`src/rtl/log_pkg.sv`:
```
// log_pkg: shared severity, module-ID and event-ID constants for the logging path
package log_pkg;
  typedef enum logic [2:0] {
    SEV_DEBUG    = 3'd0,
    SEV_INFO     = 3'd1,
    SEV_WARNING  = 3'd2,
    SEV_ERROR    = 3'd3,
    SEV_CRITICAL = 3'd4
  } severity_e;

  localparam logic [7:0] MOD_PARSER   = 8'h01;
  localparam logic [7:0] MOD_DPLL     = 8'h02;
  localparam logic [7:0] MOD_KALMAN   = 8'h03;
  localparam logic [7:0] MOD_GNSS     = 8'h04;
  localparam logic [7:0] MOD_PPS      = 8'h05;
  localparam logic [7:0] MOD_TOD      = 8'h06;
  localparam logic [7:0] MOD_SERVO    = 8'h07;
  localparam logic [7:0] MOD_PTP      = 8'h08;
  localparam logic [7:0] MOD_HOLDOVER = 8'h09;
  localparam logic [7:0] MOD_TEMP     = 8'h0A;
  localparam logic [7:0] MOD_CONFIG   = 8'h0B;
  localparam logic [7:0] MOD_SYSTEM   = 8'h0C;

  localparam logic [15:0] EVT_BOOT        = 16'h0001;
  localparam logic [15:0] EVT_LOCK        = 16'h0010;
  localparam logic [15:0] EVT_UNLOCK      = 16'h0011;
  localparam logic [15:0] EVT_PARSE_ERR   = 16'h0012;
  localparam logic [15:0] EVT_FIX_LOST    = 16'h0020;
  localparam logic [15:0] EVT_HOLDOVER    = 16'h0030;
  localparam logic [15:0] EVT_OVERFLOW    = 16'h00F0;

  function automatic logic is_critical(input logic [2:0] s);
    return s >= SEV_CRITICAL;
  endfunction
endpackage

```
`src/rtl/rr_priority_arbiter.sv`:
```
// rr_priority_arbiter: combinational round-robin, first request above ptr_i wins
// ports: req_i request vector, ptr_i last granted index, gnt_o one-hot grant (zero if no request)
module rr_priority_arbiter #(
  parameter int N  = 8,
  parameter int PW = (N > 1) ? $clog2(N) : 1
) (
  input  logic [N-1:0]  req_i,
  input  logic [PW-1:0] ptr_i,
  output logic [N-1:0]  gnt_o
);
  // scan farthest-to-nearest so the nearest request after ptr_i is written last
  always_comb begin
    int j;
    gnt_o = '0;
    for (int k = N; k >= 1; k--) begin
      j = int'(ptr_i) + k;
      if (j >= N) j -= N;
      if (req_i[j]) begin
        gnt_o = '0;
        gnt_o[j] = 1'b1;
      end
    end
  end
endmodule

```
`src/rtl/log_event_arbiter.sv`:
```
// log_event_arbiter: critical-first round-robin merge of log sources with per-source rate limiting
// ports: src_* per-source request/payload and one-hot src_ready; log_* registered single-cycle
//        event to the log buffer; forwarded/suppressed counts and sticky suppressed_flags
module log_event_arbiter
  import log_pkg::*;
#(
  parameter int NUM_SOURCES   = 8,
  parameter int RATE_LIMIT    = 16,
  parameter int WINDOW_CYCLES = 1000000
) (
  input  logic                        clk,
  input  logic                        rst_n,
  input  logic                        enable,
  input  logic                        clear_stats,
  input  logic [NUM_SOURCES-1:0]      src_valid,
  output logic [NUM_SOURCES-1:0]      src_ready,
  input  logic [3*NUM_SOURCES-1:0]    src_severity,
  input  logic [16*NUM_SOURCES-1:0]   src_event_id,
  input  logic [32*NUM_SOURCES-1:0]   src_event_data,
  output logic                        log_valid,
  output logic [7:0]                  module_id,
  output logic [2:0]                  severity,
  output logic [15:0]                 event_id,
  output logic [31:0]                 event_data,
  output logic [31:0]                 forwarded_count,
  output logic [31:0]                 suppressed_count,
  output logic [NUM_SOURCES-1:0]      suppressed_flags
);
  localparam int PW = (NUM_SOURCES > 1) ? $clog2(NUM_SOURCES) : 1;
  localparam int CW = $clog2(RATE_LIMIT + 2);
  localparam int WW = $clog2(WINDOW_CYCLES);
  localparam logic [CW-1:0] RL    = CW'(RATE_LIMIT);
  localparam logic [WW-1:0] WLAST = WW'(WINDOW_CYCLES - 1);

  logic [NUM_SOURCES-1:0] crit, gnt_c, gnt_a, gnt;
  logic [PW-1:0]          rr_ptr_q, sel_idx;
  logic [CW-1:0]          cnt_q [NUM_SOURCES];
  logic [CW-1:0]          cnt_d [NUM_SOURCES];
  logic [CW-1:0]          base  [NUM_SOURCES];
  logic [WW-1:0]          win_q;
  logic                   wrap, xfer, sel_full, supp, fwd;
  logic [2:0]             sel_sev;
  logic [15:0]            sel_id;
  logic [31:0]            sel_data;

  for (genvar g = 0; g < NUM_SOURCES; g++) begin : g_crit
    assign crit[g] = src_valid[g] & is_critical(src_severity[3*g+:3]);
  end

  rr_priority_arbiter #(.N(NUM_SOURCES), .PW(PW)) u_arb_crit (
    .req_i(crit), .ptr_i(rr_ptr_q), .gnt_o(gnt_c)
  );

  rr_priority_arbiter #(.N(NUM_SOURCES), .PW(PW)) u_arb_all (
    .req_i(src_valid), .ptr_i(rr_ptr_q), .gnt_o(gnt_a)
  );

  assign gnt       = |crit ? gnt_c : gnt_a;
  assign src_ready = enable ? gnt : '0;
  assign xfer      = |src_ready;
  assign wrap      = win_q == WLAST;

  // base is the count as seen by the new window, so a wrap-cycle transfer lands on a cleared count
  always_comb begin
    sel_idx  = '0;
    sel_sev  = '0;
    sel_id   = '0;
    sel_data = '0;
    sel_full = 1'b0;
    for (int i = 0; i < NUM_SOURCES; i++) begin
      base[i]  = wrap ? '0 : cnt_q[i];
      cnt_d[i] = !enable ? cnt_q[i] : !src_ready[i] ? base[i] : (base[i] == RL) ? RL : base[i] + 1'b1;
      if (gnt[i]) begin
        sel_idx  = PW'(i);
        sel_sev  = src_severity[3*i+:3];
        sel_id   = src_event_id[16*i+:16];
        sel_data = src_event_data[32*i+:32];
        sel_full = base[i] == RL;
      end
    end
  end

  assign supp = xfer && (RATE_LIMIT > 0) && !is_critical(sel_sev) && sel_full;
  assign fwd  = xfer && !supp;

  always_ff @(posedge clk or negedge rst_n)
    if (!rst_n) begin
      rr_ptr_q         <= PW'(NUM_SOURCES - 1);
      cnt_q            <= '{default: '0};
      win_q            <= '0;
      log_valid        <= 1'b0;
      module_id        <= '0;
      severity         <= '0;
      event_id         <= '0;
      event_data       <= '0;
      forwarded_count  <= '0;
      suppressed_count <= '0;
      suppressed_flags <= '0;
    end else begin
      if (enable) win_q <= wrap ? '0 : win_q + 1'b1;
      cnt_q     <= cnt_d;
      log_valid <= fwd;
      if (xfer) rr_ptr_q <= sel_idx;
      if (fwd) begin
        module_id  <= 8'(sel_idx) + 8'd1;
        severity   <= sel_sev;
        event_id   <= sel_id;
        event_data <= sel_data;
      end
      if (clear_stats) begin
        forwarded_count  <= '0;
        suppressed_count <= '0;
        suppressed_flags <= '0;
      end else begin
        if (fwd && !(&forwarded_count)) forwarded_count <= forwarded_count + 32'd1;
        if (supp && !(&suppressed_count)) suppressed_count <= suppressed_count + 32'd1;
        if (supp) suppressed_flags <= suppressed_flags | src_ready;
      end
    end
endmodule

```
`config.mk`:
```
export PLATFORM = sky130hd
export DESIGN_NAME = log_event_arbiter
export DESIGN_NICKNAME = d
export VERILOG_FILES = /design/src/rtl/log_pkg.sv /design/src/rtl/rr_priority_arbiter.sv /design/src/rtl/log_event_arbiter.sv
export SDC_FILE = /design/constraint.sdc
export NUM_CORES = 1
export LEC_CHECK = 0
export ABC_AREA = 1
export CORE_AREA = 3 3 214 216
export DETAILED_ROUTE_END_ITERATION = 16
export DIE_AREA = 0 0 217 219
export GPL_ROUTABILITY_DRIVEN = 1
export PLACE_DENSITY = 0.71
export SYNTH_ARGS = -nofsm -noshare
export SYNTH_HDL_FRONTEND = slang
export SYNTH_SLANG_ARGS = --single-unit
```
`constraint.sdc`:
```
create_clock -name clk -period 4 [get_ports clk]
set_clock_uncertainty 0.05 [all_clocks]
set_input_delay 0.8 -clock clk [delete_from_list [all_inputs] [get_ports clk]]
set_output_delay 0.8 -clock clk [all_outputs]
set_load 0.05 [all_outputs]
```
==> out/metrics.yaml <==
floorplan:
  std_cell_rows: 77
  io_pins: 560
  core_area_um2: 44100
  die_width_um: 217
  start_util_pct: 38.0
  die-area_um2: 47500
  die_h_um: 219
synthesis:
  synth_ff_type: "dfrtp_1"
  syn_area_um2: 16800
  ys_types: 49
  yosysTopAreaCellShare_pct: 28.1
  ys_seq_area_share_pct: 28.5
  yosysMostFrequentCell: "nand2_1"
  synth_top_area_cell: "dfrtp_1"
  netlist_instances: 2635
  synth.ff_latch_count: 191
  ys_top_cells_by_area: "dfrtp_1 (28%), nand2_1 (16%), nand3_1 (11%), inv_1 (6.3%), o211ai_1 (5.0%)"
  async_flop_share_pct: 100
  yosysWarningCount: 0
  postSynthAreaPerCell_um2: 6.36
  synth_edf_count: 0
  netlist_top_cells_count: "nand2_1 (732), nand3_1 (373), inv_1 (283)"
drt:
  drtPass1Iterations: 6
  initialDrtViolationCount: 2435
  vias_per_cell: 5.70
  finalWirelength_um: 99200
  antenna_left: 0
  wire_per_inst_um: 24.7
  dr_total_vias: 22900
  drc: 0
clock_tree:
  tritoncts: "done"
  clk_latency_ns: 0.51
  root_buffer: "clkbuf_16"
  clockBufferDepth: 2
  cts.reportedPaths.clkPinSlew_ns: 0.07
  cts.sinks: 191
  hold_buffers: 0
  cts-buffers-inserted: 17
  cts.htree.levels: 4
flow_run:
  max-cap-violations: 0
sta:
  slew_viol_final: 0
  hold_viol: 0
  fin_crit_ns: 4.27
  hold_ws_ns: 0.310
  clock.fmax_ghz: 0.234
  slew_headroom_pct: 44.7
  layout_setup_ws_ns: -0.270
  setup_viol: 127
  rsz0062_at_grt: "true"
  period_share_pct: 107
  worstMarginPinSlew_ns: 0.830
global_routing:
  grt.busiest_layer: "met2"
  grt-ovfl-total: 0
  grtUsageTotal_pct: 39.2
  antenna_found_initial: 33
  grt_max_degree: 82
  groute.layer.met3.usage_pct: 10.5
  grt_pass1_vias: 21900
  use_met1_pct: 48.1
  global_route.usage.met2_pct: 62.5
  grt_first_pass_wirelength_um: 139000
finish:
  drive_gt1_share_pct: 15.9
  area_growth_pct: 62.3
  nets: 3829
setup_path:
  critPathMaxFanout: 4
  critPathRequiredTime_ns: 3.15
  critical_path_arrival_ns: 3.42
  start_kind: "register"
  worst_setup_path_end_kind: "primary output"
  path_class: "register to primary output"
place:
  hpwl_um: 75800
  numPortBuffers: 555
  finalWeightedCongestion: 1.03
outcome:
  status: "finished, violations left"
  violations: "setup timing"
min_path:
  min_path_type: "primary input to asynchronous set/reset pin"
## stage by stage
| step | cell area (µm²) | std cells | setup WS, ns | setup TNS (ns) | utilization [%] |
|---|---|---|---|---|---|
| floorplan | 16800 | 2638 | 0.0119 | 0 | - |
| global placement | 24700 | 3881 | -0.714 | -81.48 | 55.9 |
| detailed placement | 24700 | 3881 | -0.725 | -85.51 | 55.9 |
| CTS | 26100 | 3947 | -0.272 | -16.46 | 59.0 |
| global route | 27200 | 4018 | -0.414 | -37.46 | 61.6 |
| finish | 27200 | 4018 | -0.270 | -14.23 | 61.6 |
## layout by cell type, fill, tap and decap left out, types with 5 or more instances in the layout
| cell type | synthesis | routed |
|---|---|---|
| a21oi_1 | 134 | 123 |
| a21oi_2 | 0 | 11 |
| a22o_1 | 50 | 50 |
| buf_12 | 0 | 34 |
| buf_4 | 10 | 232 |
| buf_6 | 4 | 47 |
| buf_8 | 0 | 7 |
| clkbuf_16 | 0 | 30 |
| clkdlybuf4s50_1 | 0 | 545 |
| dfrtp_1 | 188 | 188 |
| diode_2 | 0 | 32 |
| ha_1 | 28 | 25 |
| inv_1 | 283 | 274 |
| inv_2 | 14 | 17 |
| inv_4 | 2 | 5 |
| nand2_1 | 732 | 679 |
| nand2_2 | 8 | 46 |
| nand2_4 | 3 | 13 |
| nand2_8 | 0 | 5 |
| nand3_1 | 373 | 346 |
| nand3_2 | 3 | 18 |
| nand3_4 | 0 | 12 |
| nand4_1 | 68 | 68 |
| nor2_1 | 152 | 151 |
| nor2_4 | 3 | 5 |
| nor3_1 | 72 | 65 |
| nor3_4 | 0 | 5 |
| nor4_1 | 23 | 23 |
| o211ai_1 | 112 | 112 |
| o21a_1 | 11 | 10 |
| o21ai_0 | 72 | 66 |
| o21ai_1 | 11 | 11 |
| o21ai_2 | 6 | 10 |
| o22ai_1 | 10 | 10 |
| xnor2_1 | 26 | 26 |
| xor2_1 | 53 | 53 |
## cells by family (layout without fill, tap and decap cells)
| group | Yosys count | in the layout | synth area share [%] |
|---|---|---|---|
| adder cells (fa/ha/maj) | 28 | 28 | 2.09 |
| other | 1 | 36 | 0.0224 |
| XOR/XNOR | 79 | 79 | 4.13 |
| buffers and inverters | 461 | 1217 | 11.0 |
| AO/OA/AOI/OAI | 424 | 424 | 16.2 |
| flip-flops | 191 | 191 | 28.5 |
| AND/OR/NAND/NOR | 1451 | 1451 | 38.0 |
## metal layers
| layer | vias up | part of all wire (%) |
|---|---|---|
| met5 | - | 0.013 |
| met4 | 2 | 6.3 |
| met3 | 258 | 9.9 |
| met2 | 1336 | 46 |
| met1 | 11000 | 38 |
| li1 | 10300 | - |
## final cells by class
class,instances,area (µm²)
Tap cell,592,741
Clock buffer,19,443
Clock inverter,13,203
Fill cell,4148,16900
Antenna cell,32,80.1
Sequential cell,191,4780
Timing Repair Buffer,882,8920
Multi-Input combinational cell,1986,10800
Inverter,303,1190
## worst paths after layout
| path | start | slack, ns | end | cells after the start |
|---|---|---|---|---|
| setup / recovery | rr_ptr_q[0] | -0.27 | src_ready[7] | 18 |
| hold / removal | rst_n | 0.31 | forwarded_count[29] | 1 |
| setup reg to reg | rr_ptr_q[0] | -0.20 | suppressed_count[13] | 30 |
| hold reg to reg | event_data[31] | 0.44 | event_data[31] | 2 |
| max in group asynchronous | rst_n | 2.74 | event_data[19] | 2 |
| min in group clk | event_data[31] | 0.44 | event_data[31] | 2 |
## critical path, stage by stage, from the launching register on
cell	delay [ns]
dfstp_2	0.60
inv_4	0.07
ha_4	0.33
buf_6	0.12
nand3_2	0.11
nand2_2	0.10
inv_1	0.07
o21a_4	0.22
bufbuf_16	0.27
a21oi_2	0.09
nand2_1	0.06
nand3_1	0.07
nand2_1	0.08
nand2_2	0.11
buf_4	0.11
nand3_1	0.10
buf_6	0.16
inv_1	0.09
buf_12	0.14
## flip-flops by register name (all words and copies together) (netlist names)
signal and flops:
log_valid 1, event_id 16, event_data 32, cnt_q 40, suppressed_count 32, severity 3
module_id 4, rr_ptr_q 3, win_q 20, forwarded_count 32, suppressed_flags 8
## timing repair
item | in CTS | in global routing
gates resized for setup | 115 | 133
setup buffers | 33 | 20
cloned | 1 | 19
endpoints found under the setup margin | 137 | 138
pin swaps | 28 | 45
Power is left out: the tool's default activity adds up to more than one toggle a clock period on the data nets, which glitch-free logic cannot reach.
